`config.mk`:
```
export PLATFORM = sky130hd
export DESIGN_NAME = hex_entry_encoder
export DESIGN_NICKNAME = d
export VERILOG_FILES = /design/src/rtl/hex_entry_encoder.sv
export SDC_FILE = /design/constraint.sdc
export NUM_CORES = 1
export LEC_CHECK = 0
export BUFFER_PORTS_ARGS = -buffer_cell sky130_fd_sc_hd__buf_2
export CAP_MARGIN = 15
export CELL_PAD_IN_SITES_DETAIL_PLACEMENT = 1
export CELL_PAD_IN_SITES_GLOBAL_PLACEMENT = 1
export CORE_MARGIN = 2
export CORE_UTILIZATION = 43
export DETAILED_ROUTE_END_ITERATION = 10
export PLACE_DENSITY_LB_ADDON = 0.1
export SLEW_MARGIN = 20
export SYNTH_ARGS = -nofsm -noshare
export SYNTH_HDL_FRONTEND = slang
export SYNTH_SLANG_ARGS = --single-unit
```
`constraint.sdc`:
```
create_clock -name clock -period 2 [get_ports clock]
set_clock_uncertainty 0.05 [all_clocks]
set_input_delay 0.3 -clock clock [delete_from_list [all_inputs] [get_ports clock]]
set_output_delay 0.3 -clock clock [all_outputs]
set_load 0.05 [all_outputs]
```
`src/rtl/hex_entry_encoder.sv`:
```
`default_nettype none
// ============================================================================
// Module   : hex_entry_encoder
// Brief    : Debounced push-button editor for a multi-digit hex value with
//            cursor selection and a one-cycle commit strobe.
// Revision : 1.0 - initial release
// ============================================================================
module hex_entry_encoder #(
  parameter int         DIGITS          = 2,
  parameter int         DEBOUNCE_CYCLES = 500000,
  parameter logic [3:0] MAX_DIGIT       = 4'hF
) (
  input  logic                  clock,
  input  logic                  reset,
  input  logic                  enable,
  input  logic                  btn_inc,
  input  logic                  btn_dec,
  input  logic                  btn_next,
  input  logic                  btn_enter,
  output logic [4*DIGITS-1:0]   value,
  output logic [1:0]            cursor,
  output logic                  commit,
  output logic                  busy
);

  localparam int               c_CNT_W       = $clog2(DEBOUNCE_CYCLES);
  localparam logic [c_CNT_W-1:0] c_CNT_LAST  = c_CNT_W'(DEBOUNCE_CYCLES - 1);
  localparam logic [1:0]       c_CURSOR_LAST = 2'(DIGITS - 1);
  localparam int               c_BTN_INC     = 0;
  localparam int               c_BTN_DEC     = 1;
  localparam int               c_BTN_NEXT    = 2;
  localparam int               c_BTN_ENTER   = 3;

  typedef enum logic [1:0] {
    ST_IDLE   = 2'd0,
    ST_EDIT   = 2'd1,
    ST_COMMIT = 2'd2
  } state_t;

  logic [3:0] w_raw;
  logic [3:0] w_press;

  assign w_raw = {btn_enter, btn_next, btn_dec, btn_inc};

  for (genvar b = 0; b < 4; b++) begin : g_btn
    logic               r_sync1;
    logic               r_sync2;
    logic               r_db;
    logic               r_db_d;
    logic               r_press;
    logic [c_CNT_W-1:0] r_cnt;

    // Counter only advances while the synchronised level disagrees with db.
    always_ff @(posedge clock) begin
      if (reset) begin
        r_sync1 <= 1'b0;
        r_sync2 <= 1'b0;
        r_db    <= 1'b0;
        r_db_d  <= 1'b0;
        r_press <= 1'b0;
        r_cnt   <= '0;
      end else begin
        r_sync1 <= w_raw[b];
        r_sync2 <= r_sync1;
        r_db_d  <= r_db;
        r_press <= r_db & ~r_db_d;
        if (r_sync2 == r_db) begin
          r_cnt <= '0;
        end else if (r_cnt == c_CNT_LAST) begin
          r_db  <= r_sync2;
          r_cnt <= '0;
        end else begin
          r_cnt <= r_cnt + c_CNT_W'(1);
        end
      end
    end

    assign w_press[b] = r_press;
  end

  state_t              r_state;
  logic [4*DIGITS-1:0] r_value;
  logic [1:0]          r_cursor;
  logic                r_commit;
  logic                r_busy;
  logic [4*DIGITS-1:0] w_inc_value;
  logic [4*DIGITS-1:0] w_dec_value;

  // Wrapped per-digit results for the selected digit; no carry between digits.
  always_comb begin
    w_inc_value = r_value;
    w_dec_value = r_value;
    for (int i = 0; i < DIGITS; i++) begin
      if (r_cursor == 2'(i)) begin
        w_inc_value[4*i +: 4] = (r_value[4*i +: 4] == MAX_DIGIT) ? 4'd0
                                                                 : r_value[4*i +: 4] + 4'd1;
        w_dec_value[4*i +: 4] = (r_value[4*i +: 4] == 4'd0) ? MAX_DIGIT
                                                            : r_value[4*i +: 4] - 4'd1;
      end
    end
  end

  always_ff @(posedge clock) begin
    if (reset) begin
      r_state  <= ST_IDLE;
      r_value  <= '0;
      r_cursor <= 2'd0;
      r_commit <= 1'b0;
      r_busy   <= 1'b0;
    end else begin
      r_commit <= 1'b0;
      case (r_state)
        ST_IDLE: begin
          if (enable) begin
            r_state <= ST_EDIT;
            r_busy  <= 1'b1;
          end
        end
        ST_EDIT: begin
          if (!enable) begin
            r_state <= ST_IDLE;
            r_busy  <= 1'b0;
          end else if (w_press[c_BTN_ENTER]) begin
            r_state  <= ST_COMMIT;
            r_commit <= 1'b1;
            r_busy   <= 1'b0;
          end else if (w_press[c_BTN_NEXT]) begin
            r_cursor <= (r_cursor == c_CURSOR_LAST) ? 2'd0 : r_cursor + 2'd1;
          end else if (w_press[c_BTN_INC]) begin
            r_value <= w_inc_value;
          end else if (w_press[c_BTN_DEC]) begin
            r_value <= w_dec_value;
          end
        end
        ST_COMMIT: begin
          r_state <= enable ? ST_EDIT : ST_IDLE;
          r_busy  <= enable;
        end
        default: begin
          r_state <= ST_IDLE;
          r_busy  <= 1'b0;
        end
      endcase
    end
  end

  assign value  = r_value;
  assign cursor = r_cursor;
  assign commit = r_commit;
  assign busy   = r_busy;

endmodule
`default_nettype wire

```
==> results of run 1 <==
[metrics by stage]
step | setup TNS (ns) | hold slack, ns
floorplan | 0 | 0.3174
global route | -0.008453 | 0.1099
detailed placement | 0 | 0.3260
finish | 0 | 0.1121
CTS | 0 | 0.09913
global placement | 0 | 0.3230
[per-layer routing]
| layer | routed length [um] | vias up |
|---|---|---|
| met5 | 0 | - |
| li1 | - | 1995 |
| met1 | 4964 | 1911 |
| met3 | 354 | 6 |
| met4 | 99 | 0 |
| met2 | 5062 | 32 |
[power groups by stage]
stage               clock, W  sequential [W]  combinational (W)
CTS                  0.00183         0.00221          0.0000677
global route         0.00192         0.00221          0.0000759
detailed placement         0         0.00226          0.0000676
finish               0.00177         0.00221          0.0000666
global placement           0         0.00226          0.0000656
floorplan                  0         0.00226          0.0000380
[logic make-up (layout without fill, tap and decap cells)]
group | after synthesis | in the layout | synth area share
and+or+nand+nor | 250 | 250 | 0.2866
DFF | 110 | 110 | 0.4544
xor gates and xnor gates | 56 | 56 | 0.1012
adders and majority gates | 8 | 8 | 0.02066
buffers and inverters | 37 | 82 | 0.02944
AOI/OAI and AO/OA | 77 | 77 | 0.09941
muxes | 4 | 4 | 0.008263
[worst paths after layout]
path | endpoint | slack, ns | depth (start not counted)
worst min-delay path | g_btn[0].r_sync1$_SDFF_PP0_ | 0.11 | 2
worst max register to register | g_btn[0].r_cnt[16]$_SDFF_PP0_ | 0.1 | 5
worst max-delay path | g_btn[0].r_cnt[16]$_SDFF_PP0_ | 0.1 | 5
worst min register to register | g_btn[2].r_press$_SDFF_PP0_ | 0.33 | 1
[sequential cells by signal (all words and copies together) (netlist names), 4 cells and up]
register and count:
g_btn.r_cnt 76, value 8, g_btn.r_sync2 4, g_btn.r_press 4
g_btn.r_db 4, g_btn.r_sync1 4, g_btn.r_db_d 4
[cells in the final DEF (no fill, tap or decap), types with 14 or more instances in the layout]
cell type    n
dfxtp_1    109
nor2_1      67
nand3_1     31
xor2_1      29
a21oi_1     29
nand2_1     28
xnor2_1     27
buf_4       26
inv_1       21
o21ai_0     18
buf_2       18
nor2b_1     17
or3_1       16
nand4_1     15
nor4_1      14
[area by class of cell]
| cell class | instances | area (sq um) | share of cell area |
|---|---|---|---|
| multi-input cells | 395 | 2511 | 0.4504 |
| flip-flops and latches | 110 | 2203 | 0.3952 |
| repair buffers | 46 | 316.6 | 0.05678 |
| clock buffers | 11 | 242.7 | 0.04354 |
| well taps | 140 | 175.2 | 0.03142 |
| inverters | 21 | 78.83 | 0.01414 |
| clock inverters | 4 | 47.55 | 0.008528 |
[worst max-delay path, delay by kind of cell (launching register included)]
family          cells  cell delay, ns
compound gates      1            0.14
fa+ha+maj           1            0.19
flops               1            0.34
simple gates        3            1.12
[what timing repair did]
item	in CTS	in global routing
hold buffers	0	0
resized for setup	1	5
setup endpoints to repair	1	14
buffers inserted	0	0
==> metrics.csv, run 1 <==
stage,metric,value,unit
grt,grt ovf,0,
power,Tot Pwr,0.004043,W
power,clock share of power,0.437,
floorplan,# rows,38,
placement,# port buffers,18,
power,pwr/cell area,725.2,nW/um^2
synth,Yosys top cell area share,0.4544,
grt,first-pass GRT wire length,18300,um
synth,Synth cell types,46,
clocking,Max H-tree Level,3,
synth,#FFs+latches synth,110,
floorplan,initial core utilization,0.4431,
sta,slew of the pin with the lowest slew margin,0.5276,ns
synth,synth top area cells,"dfxtp_1 (45%), xor2_1 (5.2%), nor2_1 (5.2%)",
setup_path,crit path cell chain,ha_2 > nand4_1 > or3_2 > or4_1 > a21oi_1,
sta,worst setup margin,0.09650,ns
synth,most common cell in the netlist,dfxtp_1,
detailed_routing,vias per cell,5.425,
floorplan,Die Ht,110.2,um
finish,final-stage net count,598,
placement,dpl cell area,5270,sq um
setup_path,startpoint types,flip-flop,
synth,most frequent cells after synthesis,"dfxtp_1 (110), nor2_1 (67), nand3_1 (31), a21oi_1 (29), xor2_1 (29)",
placement,post-DP HPWL,7592,um
finish,Layout Utilization,0.5098,
clocking,total CTS buffers,9,
setup_path,worst r2r src,g_btn[0].r_cnt[0]$_SDFF_PP0_,
synth,Syn Inst Count,542,
grt,vias in the first global route,3954,
run_status,outcome,"complete, no violations",
detailed_routing,routed wire length,10480,um
detailed_routing,Pre-Repair DR Iteration Count,4,
floorplan,DIE AREA,12140,sq um
detailed_routing,wire per inst,14.42,um
worst_hold_path,Min-Delay Path Class,in -> reg,
setup_path,critical path required time,2.23,ns
clocking,Worst-path clk slew,0.07,ns
floorplan,I/O pin count,19,
power,Sw Ratio,0.2031,
power,switching power,0.0008213,W
worst_hold_path,HP Start,btn_inc,
finish,synthesis-to-layout area growth,15.05,%
synth,syn nets,557,
run,Max-Cap Viols,0,
sta,"Slew Viols, Final",0,
finish,Layout fillers,1279,
clocking,CTS tree,done,
setup_path,crit path kind,reg -> reg,
power,Gate power share,0.016,
sta,Final setup viols,0,
grt,grt met2 use,0.3295,
setup_path,crit path DAT,2.13,ns
grt,Top Usage Layer GRT,met2,
sta,final hold vios,0,
power,Internal Pwr Total,0.003222,W
clocking,clk sinks,110,
synth,Mapped Area,4846,sq um
detailed_routing,Iteration-0 DRC Markers,205,
setup_path,largest fanout on the critical path,3,
synth,leading area contributor after synthesis,dfxtp_1,
grt,global-route met3 utilization,0.05996,
synth,top_reg_cell synth,dfxtp_1,
setup_path,critical path's slowest cell,or3_2,
synth,share of the yosys chip area belonging to registers,0.4544,
clocking,Root Driver,clkbuf_16,
finish,fraction of layout cells with a size suffix above 1,0.1397,
detailed_routing,routed via count,3944,
grt,largest net degree at the start of global routing,22,
synth,synth warn,0,
placement,gpl congestion,0.8057,
synth,Syn Area/Cell,8.941,sq um
power,leakage dissipation,1.888,nW
finish,final non-filler cell total,727,
floorplan,Die Span X,110.2,um
synth,ys async rst share,0,
clocking,Clock Tree Buf Depth,2,
placement,placed instance count,712,
setup_path,Critical path origin,g_btn[0].r_cnt[0]$_SDFF_PP0_,
setup_path,CP endpoint kind,flip-flop,
power,sequential share of power,0.546,
detailed_routing,DRT antenna net count,0,
finish,n_diodes,0,
sta,Max Freq,525.3,MHz
sta,Worst slew margin,0.6433,
placement,pre-CTS setup slack,0.02914,ns
synth,Post-synth EDFFs,0,
finish,design area,5575,sq um
grt,met1 usage,0.2300,
setup_path,Critical Path Max Stage Delay,0.50,ns
detailed_routing,DRC viols,0,
sta,Final period util,0.9518,
floorplan,core area,10940,sq um
grt,total track usage,0.1906,
sta,fin crit period,1.904,ns
grt,initial antenna violation count,0,
clocking,clk_lat worst skew,0.35,ns
power,peak supply drop,0.5999,mV
Power figures use the tool's default switching activity.
==> run 2: changes to the inputs <==
Settings changed: PLACE_DENSITY_LB_ADDON 0.1 to 0.25, REMOVE_ABC_BUFFERS set to 1.
==> metrics.csv, run 2 (same netlist as run 1, synthesis figures left out) <==
stage,metric,value,unit
grt,initial antenna violation count,0,
sta,"Slew Viols, Final",0,
finish,n_diodes,0,
grt,first-pass GRT wire length,18640,um
clocking,clk sinks,110,
setup_path,startpoint types,flip-flop,
finish,storage element area,2207,sq um
setup_path,crit path cell chain,ha_2 > nand4_1 > or3_4 > or4_1 > a21oi_2,
sta,TNS Setup,0,ns
grt,grt ovf,0,
grt,vias in the first global route,4138,
power,leakage dissipation,1.929,nW
clocking,CTS tree,done,
finish,"most common cell after layout, fill and taps aside",dfxtp_1,
setup_path,R2R depth,5,
run_status,outcome,"complete, no violations",
sta,Final setup viols,0,
worst_hold_path,hold path depth,2,
detailed_routing,DRT antenna net count,0,
finish,synthesis-to-layout area growth,16.91,%
clocking,Clock Tree Buf Depth,2,
finish,Reg with most FFs,g_btn.r_cnt,
floorplan,DIE AREA,12140,sq um
detailed_routing,Pre-Repair DR Iteration Count,4,
sta,fin crit period,1.927,ns
setup_path,CP endpoint kind,flip-flop,
floorplan,Die Ht,110.2,um
grt,largest net degree at the start of global routing,22,
detailed_routing,wire per inst,15.14,um
clocking,total CTS buffers,9,
finish,fraction of layout cells with a size suffix above 1,0.1525,
floorplan,I/O pin count,19,
finish,Layout fillers,1290,
detailed_routing,DRC viols,0,
floorplan,initial core utilization,0.4431,
detailed_routing,vias per cell,5.427,
placement,post-DP HPWL,7809,um
finish,Multi-input gate area,2520,sq um
worst_hold_path,HP Start,btn_enter,
clocking,Worst-path clk slew,0.07,ns
setup_path,critical path's slowest cell,or4_1,
sta,RSZ-0062 raised after global routing,false,
run,Max-Cap Viols,0,
grt,total track usage,0.1958,
placement,gpl congestion,0.8062,
setup_path,crit path kind,reg -> reg,
finish,highest-count cells in the layout ignoring fill and taps,"dfxtp_1 (106), nor2_1 (67), nand3_1 (31), xor2_1 (29)",
setup_path,Critical Path Max Stage Delay,0.50,ns
setup_path,crit path DAT,2.16,ns
worst_hold_path,Min-Delay Path Class,in -> reg,
placement,# port buffers,18,
sta,Final period util,0.9637,
detailed_routing,routed wire length,11050,um
sta,Max Freq,518.8,MHz
floorplan,Die Span X,110.2,um
floorplan,# rows,38,
power,Tot Pwr,0.004233,W
clocking,Max H-tree Level,3,
finish,final-stage net count,601,
clocking,Root Driver,clkbuf_16,
sta,slew of the pin with the lowest slew margin,0.5393,ns
setup_path,critical path required time,2.23,ns
power,peak supply drop,0.4973,mV
setup_path,largest fanout on the critical path,4,
worst_hold_path,Hold EP,g_btn[3].r_sync1$_SDFF_PP0_,
detailed_routing,Iteration-0 DRC Markers,225,
detailed_routing,routed via count,3962,
finish,max reg flops,76,
setup_path,FF-to-FF End,g_btn[0].r_cnt[16]$_SDFF_PP0_,
setup_path,"setup slack, reg-to-reg",0.07,ns
clocking,clk_lat worst skew,0.35,ns
setup_path,worst r2r src,g_btn[0].r_cnt[1]$_SDFF_PP0_,
sta,Worst slew margin,0.6354,
floorplan,core area,10940,sq um
sta,final hold vios,0,
power,pwr/cell area,747.2,nW/um^2
[run 2: power by group]
part / internal, W / switching (W) / leakage (nW)
clock: 0.00116 / 0.000789 / 0.155
sequential: 0.00220 / 0.00000811 / 0.890
combinational: 0.0000292 / 0.0000444 / 0.884
[run 2: layer usage]
metal | vias up | GRT usage | wire length (um)
met3 | 11 | 0.04821 | 300
met5 | - | 0 | 0
met2 | 38 | 0.3550 | 5579
met4 | 0 | 0.06429 | 163
met1 | 1913 | 0.2247 | 5006
li1 | 2000 | - | -
[run 2: metrics by stage]
stage	setup WS [ns]	hold slack [ns]	util	cells	cell area, sq um
6_report	0.07255	0.1159	0.5181	730	5665
5_1_grt	0.01804	0.1322	0.5181	730	5665
4_1_cts	-0.03925	0.09816	0.5156	729	5638
3_5_place_dp	-0.05047	0.3268	0.4842	712	5295
3_3_place_gp	0.03032	0.3223	0.4842	712	5295
2_1_floorplan	0.03481	0.3174	-	526	4782
[run 2: final cells by class]
class,count,area share
Multi-Input combinational cell,395,0.4448
Clock inverter,3,0.01193
Tap cell,140,0.03092
Timing Repair Buffer,49,0.06360
Inverter,21,0.01391
Clock buffer,12,0.04527
Sequential cell,110,0.3896
[run 2: timing repair]
action | in CTS | in global routing
hold buffers | 0 | 0
gates resized for setup | 2 | 9
endpoints found under the setup margin | 2 | 8
setup buffers | 2 | 1
hold endpoints to repair | 0 | 0
[run 2: how the worst max path moves through the flow]
stage / endpoint / start / depth (start not counted)
2_1_floorplan: g_btn[0].r_cnt[18]$_SDFF_PP0_ / g_btn[0].r_cnt[0]$_SDFF_PP0_ / 5
3_3_place_gp: g_btn[0].r_cnt[18]$_SDFF_PP0_ / g_btn[0].r_cnt[1]$_SDFF_PP0_ / 5
3_5_place_dp: g_btn[0].r_cnt[18]$_SDFF_PP0_ / g_btn[0].r_cnt[1]$_SDFF_PP0_ / 5
4_1_cts: g_btn[0].r_cnt[18]$_SDFF_PP0_ / g_btn[0].r_cnt[0]$_SDFF_PP0_ / 5
5_1_grt: g_btn[0].r_cnt[17]$_SDFF_PP0_ / g_btn[0].r_cnt[4]$_SDFF_PP0_ / 4
6_report: g_btn[0].r_cnt[16]$_SDFF_PP0_ / g_btn[0].r_cnt[1]$_SDFF_PP0_ / 5
[run 2: critical path: cells and delay by family (launching register included)]
| kind | cells | cell delay (ns) |
|---|---|---|
| flops | 1 | 0.34 |
| compound gates | 1 | 0.15 |
| fa+ha+maj | 1 | 0.19 |
| simple gates | 3 | 1.12 |
==> run 3: changes to the inputs <==
Settings changed: SETUP_SLACK_MARGIN set to 0.2.
==> metrics.csv, run 3 (same netlist as run 1, synthesis figures left out) <==
stage,metric,value,unit
detailed_routing,Pre-Repair DR Iteration Count,4,
floorplan,# rows,38,
clocking,Root Driver,clkbuf_16,
sta,Max Freq,550.7,MHz
grt,largest net degree at the start of global routing,22,
setup_path,Critical Path Max Stage Delay,0.42,ns
sta,Final setup viols,0,
clocking,clk sinks,110,
run_status,outcome,"complete, no violations",
floorplan,DIE AREA,12140,sq um
setup_path,crit path kind,reg -> reg,
placement,gpl congestion,0.8062,
grt,first-pass GRT wire length,18950,um
setup_path,critical path required time,2.24,ns
run,Max-Cap Viols,0,
finish,highest-count cells in the layout ignoring fill and taps,"dfxtp_1 (87), nor2_1 (67), buf_4 (37), nand3_1 (29), xor2_1 (29)",
setup_path,WP buf/inv,1,
clocking,Clock Tree Buf Depth,2,
sta,worst setup margin,0.1841,ns
detailed_routing,wire per inst,15.49,um
finish,max reg flops,76,
placement,dpl cell area,5295,sq um
clocking,CTS tree,done,
floorplan,I/O pin count,19,
finish,design area,5892,sq um
sta,Worst slew margin,0.6839,
detailed_routing,DRC viols,0,
clocking,Worst-path clk slew,0.07,ns
clocking,Max H-tree Level,3,
detailed_routing,routed via count,4003,
power,peak supply drop,0.4983,mV
floorplan,initial core utilization,0.4431,
power,leakage dissipation,1.999,nW
floorplan,Die Ht,110.2,um
sta,slew of the pin with the lowest slew margin,0.4675,ns
placement,pre-CTS setup slack,-0.05047,ns
sta,worst hold margin,0.1139,ns
setup_path,startpoint types,flip-flop,
power,Tot Pwr,0.004227,W
clocking,CTS hold repair buffers,0,
finish,"most common cell after layout, fill and taps aside",dfxtp_1,
finish,Layout fillers,1282,
power,pwr/cell area,717.4,nW/um^2
sta,final hold vios,0,
grt,vias in the first global route,4182,
sta,"Slew Viols, Final",0,
floorplan,Die Span X,110.2,um
finish,n_diodes,0,
sta,RSZ-0062 raised after global routing,true,
placement,# port buffers,18,
setup_path,family with the most delay on the worst path,simple AND/OR/NAND/NOR gates,
clocking,clk_lat worst skew,0.35,ns
setup_path,critical path's slowest cell,or4_4,
setup_path,crit path DAT,2.06,ns
finish,final-stage net count,611,
finish,fraction of layout cells with a size suffix above 1,0.2317,
grt,grt ovf,0,
grt,initial antenna violation count,0,
floorplan,core area,10940,sq um
detailed_routing,Iteration-0 DRC Markers,196,
sta,Final period util,0.9080,
finish,Reg with most FFs,g_btn.r_cnt,
placement,post-DP HPWL,7809,um
finish,synthesis-to-layout area growth,21.59,%
detailed_routing,DRT antenna net count,0,
detailed_routing,routed wire length,11460,um
setup_path,largest fanout on the critical path,3,
detailed_routing,vias per cell,5.409,
setup_path,CP endpoint kind,flip-flop,
clocking,total CTS buffers,9,
worst_hold_path,Min-Delay Path Class,in -> reg,
grt,total track usage,0.1995,
setup_path,crit path cell chain,ha_4 > nand4_1 > buf_4 > or4_4 > or3_4 > a21oi_2,
sta,fin crit period,1.816,ns
-- run 3: area by class of cell --
cell class | count | area [sq um] | share of cell area
flip-flops and latches | 110 | 2236 | 0.3795
repair buffers | 59 | 439.2 | 0.07454
multi-input cells | 395 | 2639 | 0.4479
well taps | 140 | 175.2 | 0.02973
clock buffers | 12 | 256.5 | 0.04353
inverters | 21 | 78.83 | 0.01338
clock inverters | 3 | 67.56 | 0.01147
-- run 3: path summary, 6_finish.rpt --
path	startpoint	endpoint	slack, ns	cells after the start
max	g_btn[0].r_cnt[1]$_SDFF_PP0_	g_btn[0].r_cnt[18]$_SDFF_PP0_	0.18	6
min	btn_enter	g_btn[3].r_sync1$_SDFF_PP0_	0.11	2
max reg2reg	g_btn[0].r_cnt[1]$_SDFF_PP0_	g_btn[0].r_cnt[18]$_SDFF_PP0_	0.18	6
min reg2reg	g_btn[1].r_db_d$_SDFF_PP0_	g_btn[1].r_press$_SDFF_PP0_	0.33	1
-- run 3: metal layers --
layer / global-route usage / wire [um] / vias up
li1: - / - / 2019
met4: 0.06786 / 165 / 0
met3: 0.04938 / 303 / 13
met1: 0.2278 / 5113 / 1934
met2: 0.3615 / 5877 / 37
met5: 0 / 0 / -
-- run 3: worst register-to-register path: cells and delay by family (launching register included) --
family	cells	cell delay, ns
simple gates	3	0.91
compound gates	1	0.11
flops	1	0.36
fa+ha+maj	1	0.14
buf+inv	1	0.19
-- run 3: stage by stage --
| stage | std cells | setup TNS (ns) | utilization |
|---|---|---|---|
| 2_1_floorplan | 526 | 0 | - |
| 3_3_place_gp | 712 | 0 | 0.4842 |
| 3_5_place_dp | 712 | -0.05047 | 0.4842 |
| 4_1_cts | 735 | 0 | 0.5249 |
| 5_1_grt | 740 | 0 | 0.5388 |
| 6_report | 740 | 0 | 0.5388 |
-- run 3: power breakdown --
group,switching (W),internal (W)
combinational,0.0000450,0.0000301
sequential,0.00000860,0.00220
clock,0.000784,0.00116
total,0.000838,0.00339
-- run 3: timing repair --
action | in CTS | in global routing
pin swaps | 11 | 9
endpoints found under the setup margin | 39 | 50
setup buffers | 8 | 5
gates resized for setup | 22 | 41
